### src/rtl/fetch_controller_pkg.sv
// Shared state encodings and PC constants for the instruction fetch controller.
package fetch_pkg;

  typedef logic [1:0] fetch_state_t;

  localparam fetch_state_t ST_REQ    = 2'd0;
  localparam fetch_state_t ST_WAIT   = 2'd1;
  localparam fetch_state_t ST_HOLD   = 2'd2;
  localparam fetch_state_t ST_HALTED = 2'd3;

  localparam int unsigned INSTR_BYTES = 4;
  // Low PC bits that are forced to zero on a redirect.
  localparam logic [1:0] PC_ALIGN_MASK = 2'b11;

endpackage

### src/rtl/fetch_controller_pc_reg.sv
// Program counter register: async reset to RESET_VECTOR, loads d_i when load_i is high.
module pc_reg #(
  parameter int DATA_WIDTH = 32,
  parameter logic [DATA_WIDTH-1:0] RESET_VECTOR = {DATA_WIDTH{1'b0}}
) (
  input  logic                  clk,
  input  logic                  rst,
  input  logic                  load_i,
  input  logic [DATA_WIDTH-1:0] d_i,
  output logic [DATA_WIDTH-1:0] q_o
);

  logic [DATA_WIDTH-1:0] pc_q;

  // PC storage with load enable
  always_ff @(posedge clk or posedge rst) begin
    if (rst) begin
      pc_q <= RESET_VECTOR;
    end else if (load_i) begin
      pc_q <= d_i;
    end else begin
      pc_q <= pc_q;
    end
  end

  assign q_o = pc_q;

endmodule

### src/rtl/fetch_controller.sv
// Instruction fetch sequencer: one outstanding imem request, redirect/halt handling.
// Optional FETCH_PERF_CNT_EN adds perf_fetched / perf_killed counters.
module fetch_controller
  import fetch_pkg::*;
#(
  parameter int DATA_WIDTH = 32,
  parameter logic [DATA_WIDTH-1:0] RESET_VECTOR = {DATA_WIDTH{1'b0}}
) (
  input  logic                  clk,
  input  logic                  rst,
  output logic                  imem_req_valid,
  input  logic                  imem_req_ready,
  output logic [DATA_WIDTH-1:0] imem_addr,
  input  logic                  imem_rsp_valid,
  input  logic [DATA_WIDTH-1:0] imem_rsp_data,
  output logic                  instr_valid,
  input  logic                  instr_ready,
  output logic [DATA_WIDTH-1:0] instr,
  output logic [DATA_WIDTH-1:0] instr_pc,
  input  logic                  redirect_valid,
  input  logic [DATA_WIDTH-1:0] redirect_target,
  input  logic                  halt
`ifdef FETCH_PERF_CNT_EN
  ,
  output logic [31:0]           perf_fetched,
  output logic [31:0]           perf_killed
`endif
);

  fetch_state_t          state_q, state_d;
  logic                  kill_q, kill_d;
  logic [DATA_WIDTH-1:0] instr_q, instr_d;
  logic [DATA_WIDTH-1:0] ipc_q, ipc_d;
  logic [DATA_WIDTH-1:0] pc_q, pc_d;
  logic                  pc_load_s;
  logic [DATA_WIDTH-1:0] target_s;
  logic [DATA_WIDTH-1:0] pc_inc_s;
  logic                  fetched_s, killed_s;

  assign target_s = redirect_target & ~{{(DATA_WIDTH-2){1'b0}}, PC_ALIGN_MASK};
  assign pc_inc_s = pc_q + DATA_WIDTH'(INSTR_BYTES);

  pc_reg #(
    .DATA_WIDTH   (DATA_WIDTH),
    .RESET_VECTOR (RESET_VECTOR)
  ) u_pc_reg (
    .clk    (clk),
    .rst    (rst),
    .load_i (pc_load_s),
    .d_i    (pc_d),
    .q_o    (pc_q)
  );

  // Next-state, next-PC and capture logic
  always_comb begin
    state_d   = state_q;
    kill_d    = kill_q;
    instr_d   = instr_q;
    ipc_d     = ipc_q;
    pc_load_s = 1'b0;
    pc_d      = pc_q;
    fetched_s = 1'b0;
    killed_s  = 1'b0;
    case (state_q)
      ST_REQ: begin
        if (imem_req_ready) begin
          state_d = ST_WAIT;
          if (redirect_valid) begin
            kill_d    = 1'b1;
            pc_load_s = 1'b1;
            pc_d      = target_s;
          end else begin
            kill_d = 1'b0;
          end
        end else if (redirect_valid) begin
          pc_load_s = 1'b1;
          pc_d      = target_s;
        end else begin
          state_d = ST_REQ;
        end
      end
      ST_WAIT: begin
        if (imem_rsp_valid) begin
          // A killed or same-cycle-redirected response is thrown away.
          if (kill_q || redirect_valid) begin
            kill_d   = 1'b0;
            state_d  = ST_REQ;
            killed_s = 1'b1;
            if (redirect_valid) begin
              pc_load_s = 1'b1;
              pc_d      = target_s;
            end else begin
              pc_load_s = 1'b0;
            end
          end else begin
            instr_d   = imem_rsp_data;
            ipc_d     = pc_q;
            pc_load_s = 1'b1;
            pc_d      = pc_inc_s;
            state_d   = ST_HOLD;
          end
        end else if (redirect_valid) begin
          kill_d    = 1'b1;
          pc_load_s = 1'b1;
          pc_d      = target_s;
        end else begin
          state_d = ST_WAIT;
        end
      end
      ST_HOLD: begin
        if (redirect_valid) begin
          pc_load_s = 1'b1;
          pc_d      = target_s;
          state_d   = ST_REQ;
          killed_s  = 1'b1;
        end else if (instr_ready) begin
          fetched_s = 1'b1;
          if (halt) begin
            state_d = ST_HALTED;
          end else begin
            state_d = ST_REQ;
          end
        end else begin
          state_d = ST_HOLD;
        end
      end
      ST_HALTED: begin
        if (redirect_valid) begin
          pc_load_s = 1'b1;
          pc_d      = target_s;
          state_d   = ST_REQ;
        end else begin
          state_d = ST_HALTED;
        end
      end
      default: begin
        state_d = ST_REQ;
        kill_d  = 1'b0;
      end
    endcase
  end

  // FSM and held-instruction registers
  always_ff @(posedge clk or posedge rst) begin
    if (rst) begin
      state_q <= ST_REQ;
      kill_q  <= 1'b0;
      instr_q <= {DATA_WIDTH{1'b0}};
      ipc_q   <= {DATA_WIDTH{1'b0}};
    end else begin
      state_q <= state_d;
      kill_q  <= kill_d;
      instr_q <= instr_d;
      ipc_q   <= ipc_d;
    end
  end

  assign imem_req_valid = (state_q == ST_REQ);
  assign imem_addr      = pc_q;
  assign instr_valid    = (state_q == ST_HOLD);
  assign instr          = instr_q;
  assign instr_pc       = ipc_q;

`ifdef FETCH_PERF_CNT_EN
  logic [31:0] fetched_q, killed_q;

  // Wrapping event counters
  always_ff @(posedge clk or posedge rst) begin
    if (rst) begin
      fetched_q <= 32'd0;
      killed_q  <= 32'd0;
    end else begin
      fetched_q <= fetched_s ? fetched_q + 32'd1 : fetched_q;
      killed_q  <= killed_s  ? killed_q  + 32'd1 : killed_q;
    end
  end

  assign perf_fetched = fetched_q;
  assign perf_killed  = killed_q;
`else
  logic unused_perf_s;
  assign unused_perf_s = fetched_s ^ killed_s;
`endif

endmodule
### config.mk
export PLATFORM = sky130hd
export DESIGN_NAME = fetch_controller
export DESIGN_NICKNAME = d
export VERILOG_FILES = /design/src/rtl/fetch_controller_pkg.sv /design/src/rtl/fetch_controller_pc_reg.sv /design/src/rtl/fetch_controller.sv
export SDC_FILE = /design/constraint.sdc
export NUM_CORES = 1
export LEC_CHECK = 0
export ABC_AREA = 1
export ABC_CLOCK_PERIOD_IN_PS = 4200
export CORE_ASPECT_RATIO = 0.7
export CORE_MARGIN = 8
export CORE_UTILIZATION = 60
export DETAILED_ROUTE_END_ITERATION = 8
export DONT_BUFFER_PORTS = 1
export PLACE_DENSITY = 0.76
export RECOVER_POWER = 50
export REMOVE_ABC_BUFFERS = 1
export SYNTH_ARGS = -nofsm -noshare
export SYNTH_HDL_FRONTEND = slang
export SYNTH_HIERARCHICAL = 1
export SYNTH_SLANG_ARGS = --single-unit
### constraint.sdc
create_clock -name clk -period 4.2 [get_ports clk]
set_input_delay 0.84 -clock clk [delete_from_list [all_inputs] [get_ports clk]]
set_output_delay 0.84 -clock clk [all_outputs]
set_load 0.05 [all_outputs]
## Word level (Yosys, flattened, before mapping)

Cells that the tools add are included.

- Bits in registers: 99
- Output and inout bits: 98

- $add $sub $neg: 1
- Equal/unequal tests: 8
- Multiplexer cells: 23
- Bitwise logic cells: 1
- Reductions and logical operators: 7

Operator list:

| cell | count |
|---|---|
| 2-to-1 mux 32 bit | 3 |
| case mux 32 bit (2 select lines) | 1 |
| adder 32 x 3 -> 32 bit (second input constant) | 1 |
| 2-to-1 mux 2 bit | 9 |
| != test 3 bit (second input constant) | 4 |
| case mux 2 bit (4 select lines) | 1 |
| 2-to-1 mux 1 bit | 7 |
| == test 2 bit (second input constant) | 2 |
| case mux 1 bit (2 select lines) | 2 |
| AND reduction 4 bit | 1 |
| AND reduction 3 bit | 1 |
| OR reduction 3 bit | 1 |
| == test 2 x 1 -> 1 bit (second input constant) | 1 |
| logical NOT 2 bit | 1 |
| != test 2 x 1 -> 1 bit (second input constant) | 1 |
| AND reduction 2 bit | 1 |
| nonzero test 2 bit | 1 |
| logical OR 1 bit | 1 |
| NOT 1 bit | 1 |

## Longest topological paths before layout

Gate-level depths: netlist of the first run.

- Depth after elaboration: 4
- Gate-level depth with buffers: 12
- Depth with buffers taken out: 12

## By module

The synthesis of the first run kept the hierarchy.

By module, submodules not included:

| module | times used | cells an instance | area an instance (µm²) |
|---|---|---|---|
| fetch_controller | 1 | 551 | 3883.7 |
| pc_reg | 1 | 137 | 1296.2 |

## Least setup slack after synthesis of the first run

No wires, ideal clock.

- Path type: register to output
- From: reg state_q[1]
- To: out instr_valid
- Data arrival time: 1.167 ns
- Path slack: 2.193 ns
- Cell stages (with the launch flop): 3
- Buffers on the path: 0
- Cell sequence: dfrtp_1 > inv_1 > nor2_1

- Longest elaborated chain between the ends: 1

Ends and longest elaborated chain:

| item | RTL line | RTL |
|---|---|---|
| start: declaration | fetch_controller.sv:30 | `fetch_state_t state_q, state_d;` |
| start signal: assignment | fetch_controller.sv:151 | `state_q <= state_d;` |
| == test 2 bit | -- |  |
| end: declaration | fetch_controller.sv:16 | `output logic instr_valid,` |

Every way passes these cells.

## Worst setup path in the final report of the first run

- From: in redirect_valid
- To: reg u_pc_reg.pc_q[27] (netlist: u_pc_reg/q_o[27])

- Longest elaborated chain between the ends: 4
- Elaborated cells between the ends (all ways): 9
- Classes of those cells: 8 x mux; 1 x reduce/logical

Ends and longest elaborated chain:

| item | RTL line | RTL |
|---|---|---|
| start: declaration | fetch_controller.sv:20 | `input logic redirect_valid,` |
| 2-to-1 mux 32 bit / logical OR 1 bit (equally long branches) | -- |  |
| 2-to-1 mux 32 bit | fetch_controller.sv:85 | `if (kill_q \|\| redirect_valid) begin` |
| 2-to-1 mux 32 bit | fetch_controller.sv:83 | `if (imem_rsp_valid) begin` |
| case mux 32 bit (2 select lines) * | fetch_controller.sv:64 | `case (state_q)` |
| net pc_d[27] | fetch_controller.sv:34 | `logic [DATA_WIDTH-1:0] pc_q, pc_d;` |
| end signal: assignment | fetch_controller_pc_reg.sv:20 | `pc_q <= d_i;` |
| end signal: assignment | fetch_controller_pc_reg.sv:22 | `pc_q <= pc_q;` |
| end: declaration | fetch_controller_pc_reg.sv:13 | `logic [DATA_WIDTH-1:0] pc_q;` |

Mark *: on every way through the listed nets, which the timed path passes. The rest lies on a longest branch.
A chain may end at the register's enable or synchronous reset.

==> results of run 1 <==
layout make-up:
| class | count | area (um^2) | share of cell area |
|---|---|---|---|
| tap | 105 | 131 | 0.0242 |
| sequential | 99 | 2480 | 0.456 |
| clock buffer | 13 | 270 | 0.0498 |
| multi-input combinational | 513 | 2320 | 0.427 |
| timing repair buffer | 7 | 48.8 | 0.00899 |
| clock inverter | 2 | 10.0 | 0.00184 |
| inverter | 44 | 173 | 0.0318 |
cells in the final DEF, fill, tap and decap left out, types with 6 or more instances in the layout:
| cell | instances |
|---|---|
| nand4_1 | 8 |
| nand2_2 | 13 |
| inv_1 | 40 |
| a22oi_1 | 16 |
| o211ai_1 | 9 |
| nor2_1 | 56 |
| o21ai_0 | 13 |
| o21ai_1 | 21 |
| nand3_1 | 26 |
| nand2_1 | 312 |
| clkbuf_16 | 9 |
| a21oi_1 | 6 |
| xor2_1 | 7 |
| dfrtp_1 | 99 |
| buf_4 | 6 |
synthesized netlist by cell type:
library cell,count
o221ai_1,3
buf_12,1
o21a_1,2
buf_4,1
xor2_1,7
inv_8,1
dfrtp_1,99
a22oi_1,16
a31o_2,1
o21ai_1,22
inv_1,40
or2_2,1
clkbuf_8,3
inv_2,3
nor2_2,1
buf_1,1
a21boi_0,3
o211ai_1,9
buf_2,14
nand3b_1,1
nor2_4,5
nor2_1,57
xnor2_1,1
a31oi_1,1
nand4_1,8
nand3_1,26
o21ai_0,13
nand2_2,13
ha_1,1
nand2_4,1
buf_6,5
nor3_1,3
a21oi_1,6
clkbuf_2,1
clkbuf_1,6
nand2_1,312
metrics by stage:
step,hold WS [ns],worst slack [ns],power [mW],util,cell area (um^2)
finish,0.616,1.59,4.54,0.646,5430
floorplan,0.513,1.01,3.48,-,4950
CTS,0.507,1.57,4.57,0.646,5430
global placement,0.594,1.33,3.73,0.613,5150
detailed placement,0.614,1.23,3.80,0.613,5150
global route,0.603,1.29,4.77,0.646,5430
sequential cells by signal, summed over array words and instances (netlist names):
| signal | flops |
|---|---|
| instr_pc | 32 |
| u_pc_reg/q_o | 32 |
| state_q | 2 |
| instr | 32 |
| kill_q | 1 |
worst max-delay path, stage by stage:
cell and delay, ns:
nor2_1 0.15, inv_2 0.06, nor2_4 0.61, inv_2 0.33
buf_4 0.33, nor2_1 0.20, nand3_1 0.11, nand3_1 0.10
nand2_1 0.06, nand2_1 0.07
routing by layer:
| layer | vias to the layer above | track usage |
|---|---|---|
| li1 | 2153 | - |
| met5 | - | 0 |
| met2 | 222 | 0.373 |
| met1 | 2118 | 0.306 |
| met3 | 21 | 0.0839 |
| met4 | 0 | 0.0602 |
path summary, 6_finish.rpt:
check	startpoint	end	slack [ns]	cells after the start
max in group asynchronous	rst	u_pc_reg/q_o[29]	1.91	2
min reg2reg	kill_q	kill_q	0.63	2
min	imem_rsp_data[24]	instr[24]	0.62	2
min in group asynchronous	rst	instr_pc[9]	0.78	1
max reg2reg	state_q[0]	u_pc_reg/q_o[27]	1.60	11
max	redirect_valid	u_pc_reg/q_o[27]	1.59	10
report_power, final:
part	switching (mW)	total, mW	internal, mW
logic	0.503	0.781	0.278
registers	1.69	2.98	1.29
clock network	0.327	0.771	0.445
total	2.52	4.54	2.01
cell families after synthesis:
group	count (synthesis)	share of synthesized area
and+or+nand+nor	428	0.338
DFF	99	0.478
AOI/OAI and AO/OA	76	0.0911
buffers and inverters	76	0.0771
xor gates and xnor gates	8	0.0135
adders and majority gates	1	0.00242
==> results.yml, run 1 <==
grt:
  grt_overflow: 0
  grt_pass1_wl_um: 22400
  grt_max_degree: 50
  grt_pass1_vias: 4230
  grt.total_usage: 0.237
  antenna_found_initial: 0
job:
  drv_cap: 1
logic_synthesis:
  post-synth-top-area-fraction: 0.478
  avgSynthCellArea_um2: 7.53
  synth.area.top_cells: "dfrtp_1, nand2_1, nor2_1"
  synth.distinct_cells: 36
  ys_warn_count: 6
  ys_seq_area_frac: 0.478
  ys_seq_elements: 99
  yosys.area.top_type: "dfrtp_1"
  syn_inst: 688
  syn-cell-area_um2: 5180
clock_tree:
  ctsResizeCount: 0
  cts_hold_buffers: 0
  clockBufferDepth: 2
  postCtsSetupBuffers: 0
  numCtsBuffers: 9
  clock_latency_ns: 0.34
  clkTransAtPathRegs_ns: 0.06
  numClockSinks: 99
  cts_tree: "yes"
  root_buffer: "clkbuf_16"
  h-tree-depth: 3
outcome:
  run_status: "finished with violations"
  violations: "capacitance limit, slew limit"
sta:
  drv_slew: 33
  tightest_slew_ns: 2.03
  timing.fmax_mhz: 383
  hold_viol: 0
  finalCritPeriodShare: 0.621
  final.setup.tns_ns: 0
  slew_headroom: -0.352
  fin_skew_ns: 0.00621
  min_period_ns: 2.61
  setup_violations: 0
  rsz0062_at_grt: "false"
route:
  wl_met1_um: 5770
  topRoutingLayerUsed: "met4"
  viasPerCell: 5.77
  ant_nets: 0
  wl_met2_um: 6510
  firstDrtPassIters: 5
  post_drt_wl_per_cell_um: 18.1
  met3_wirelength_um: 1660
  drc: 0
  vias: 4514
  drt_iter0_markers: 461
  drt-total-wl_um: 14100
final_layout:
  areaGrowthSynthToFinish_pct: 4.78
  n_fill_cell: 726
  fin_cells: 783
  antennaDiodeCount: 0
  nets: 746
  drive_gt1_frac: 0.0708
worst_setup_path:
  critPathRequiredTime_ns: 4.48
  start_kind: "input pin"
  crit_fanout: 35
  endpoint_kind: "flop"
  criticalPathCategory: "in -> reg"
  crit_arrival_ns: 2.89
floorplan:
  start_util: 0.616
  fp.dieH_um: 93.7
  core_area_um2: 8410
  dieArea_um2: 11900
  rows: 28
  die_w_um: 127
  io_pins: 169
power:
  ir_drop_mv: 0.620
  leakage_nw: 2.70
  power_density_nw_per_um2: 836
place:
  dp_hpwl_um: 10300
  numPortBuffers: 0
  place_inst: 768
  gp_congestion: 0.839
hold_path:
  hold_path.class: "in -> reg"
Power figures use the tool's default switching activity.
==> run 2, diff against run 1 <==
- ABC_CLOCK_PERIOD_IN_PS: 4200 -> 2100
- CORE_UTILIZATION: 60 -> 57
- PLACE_DENSITY: 0.76 -> 0.75
- clock period: 4.2 -> 2.1 ns (I/O delays scaled with it)
==> run 2 against run 1 <==
Against the previous run:
- the run now ends clean
- critical path depth fell by 3
- combinational power rose to 3.3 times the previous value
- final cell count grew 7.2%
- clock skew is essentially flat
- sequential share of layout area fell by 2.4 points
- sequential power rose by 74%
- routed wire length increased by 1.9%
- global-route usage is 0.39 points lower
- first-iteration DRC count fell by 22%
- clock power is 110% higher
- die area is 4.5% higher
- largest power group unchanged
==> results.yml, run 2 (same netlist as run 1, synthesis figures left out) <==
floorplan:
  die_w_um: 130
  dieArea_um2: 12400
  rows: 29
  fp.dieH_um: 95.8
  core_area_um2: 8960
  io_pins: 169
  start_util: 0.578
sta:
  rsz0062_at_grt: "false"
  timing.fmax_mhz: 503
  finalCritPeriodShare: 0.946
  setup_violations: 0
  min_period_ns: 1.99
  hold_viol: 0
  tightest_slew_ns: 0.979
  fin_skew_ns: 0.00581
  final.setup.tns_ns: 0
  slew_headroom: 0.347
  drv_slew: 0
worst_setup_path:
  critPathRequiredTime_ns: 2.38
  criticalPathCategory: "reg -> reg"
  ff2ff_path_depth: 7
  start_kind: "flop"
  worstReg2RegStart: "u_pc_reg/q_o[2]"
  cpPeakStageDelay_ns: 0.62
  r2r-end: "u_pc_reg/q_o[7]"
  crit_arrival_ns: 2.26
  crit_family: "buffers and inverters"
  path_cells: "clkbuf_1 -> nand3_1 -> o21ai_0 -> nand2_1 -> o221ai_1 -> nand2_1 -> nand2_1"
  endpoint_kind: "flop"
  reg2reg_slack_ns: 0.11
  crit_fanout: 5
  cp_common_cell: "nand2_1"
  cp_slowest_cell: "clkbuf_1"
  crit_buf_inv: 1
clock_tree:
  clock_latency_ns: 0.34
  numCtsBuffers: 9
  cts_hold_buffers: 0
  h-tree-depth: 3
  root_buffer: "clkbuf_16"
  clockBufferDepth: 2
  cts_tree: "yes"
  numClockSinks: 99
  clkTransAtPathRegs_ns: 0.06
power:
  leakage_nw: 2.86
  power_density_nw_per_um2: 1640
  p_total_mw: 9.38
  ir_drop_mv: 1.15
grt:
  grt_max_degree: 43
  antenna_found_initial: 0
  grt.total_usage: 0.233
  grt_overflow: 0
  grt_pass1_wl_um: 22600
  grt_pass1_vias: 4501
final_layout:
  drive_gt1_frac: 0.106
  antennaDiodeCount: 0
  areaGrowthSynthToFinish_pct: 10.6
  fin_util: 0.639
  n_fill_cell: 825
  finalInstanceArea_um2: 5730
  layout_common_cells: "nand2_1, dfrtp_1, nor2_1"
  nets: 783
  final_common_cell: "nand2_1"
route:
  viasPerCell: 5.48
  vias: 4595
  post_drt_wl_per_cell_um: 17.2
  drt_iter0_markers: 358
  drt-total-wl_um: 14400
  drc: 0
  firstDrtPassIters: 4
  ant_nets: 0
place:
  numPortBuffers: 0
  gp_congestion: 0.892
  postPlaceCellArea_um2: 5490
  dp_hpwl_um: 10600
outcome:
  run_status: "complete, no violations"
job:
  drv_cap: 0
hold_path:
  hold_path.class: "in -> async"
## run 2: changes by cell type in the layout (fill, tap and decap cells not counted), sizes merged
cell / delta
clkinvlp: +2
clkbuf: +8
buf: +26
bufinv: +1
## run 2: routing by layer
layer  global-route usage  vias to the layer above  share of wire
met3               0.0797                       16           0.10
li1                     -                     2218              -
met2                0.376                      186           0.48
met5                    0                        -              0
met4               0.0703                        0          0.014
met1                0.293                     2175           0.41
## run 2: layout make-up
class                   count  area [um^2]  area share
clock buffers              10          229      0.0400
clock inverters             5         55.1     0.00961
inverters                  44          173      0.0302
multi-input cells         513         2320       0.406
flip-flops and latches     99         2480       0.433
well taps                 124          155      0.0271
repair buffers             44          315      0.0551
## run 2: per-stage QoR
| stage | setup WS [ns] | hold WS, ns | instances |
|---|---|---|---|
| final | 0.113 | 0.192 | 839 |
| after global routing | 0.0622 | 0.189 | 839 |
| after CTS | 0.000409 | 0.0394 | 839 |
| after detailed placement | 0.00303 | 0.400 | 824 |
| after global placement | 0.104 | 0.380 | 824 |
| after floorplan | -0.680 | 0.513 | 656 |
## run 2: how the worst max path moves through the flow
stage,depth (start not counted),start,to,slack [ns]
3_5_place_dp,9,state_q[0],u_pc_reg/q_o[20],0.003
2_1_floorplan,9,state_q[1],u_pc_reg/q_o[27],-0.68
3_3_place_gp,9,state_q[0],u_pc_reg/q_o[20],0.10
4_1_cts,9,state_q[0],u_pc_reg/q_o[20],0.0004
5_1_grt,12,state_q[0],u_pc_reg/q_o[2],0.06
6_report,7,u_pc_reg/q_o[2],u_pc_reg/q_o[7],0.11
## run 2: repair_timing
action / 4_1_cts / 5_1_grt
resized for setup: 0 / 1
hold endpoints to repair: 0 / 0
setup buffers: 0 / 0
endpoints found under the setup margin: 0 / 18
## run 2: power by group
group / total, mW / internal, mW / switching, mW
Clock: 1.59 / 0.913 / 0.682
Sequential: 5.20 / 2.60 / 2.59
Combinational: 2.59 / 0.758 / 1.83
Total: 9.38 / 4.27 / 5.11
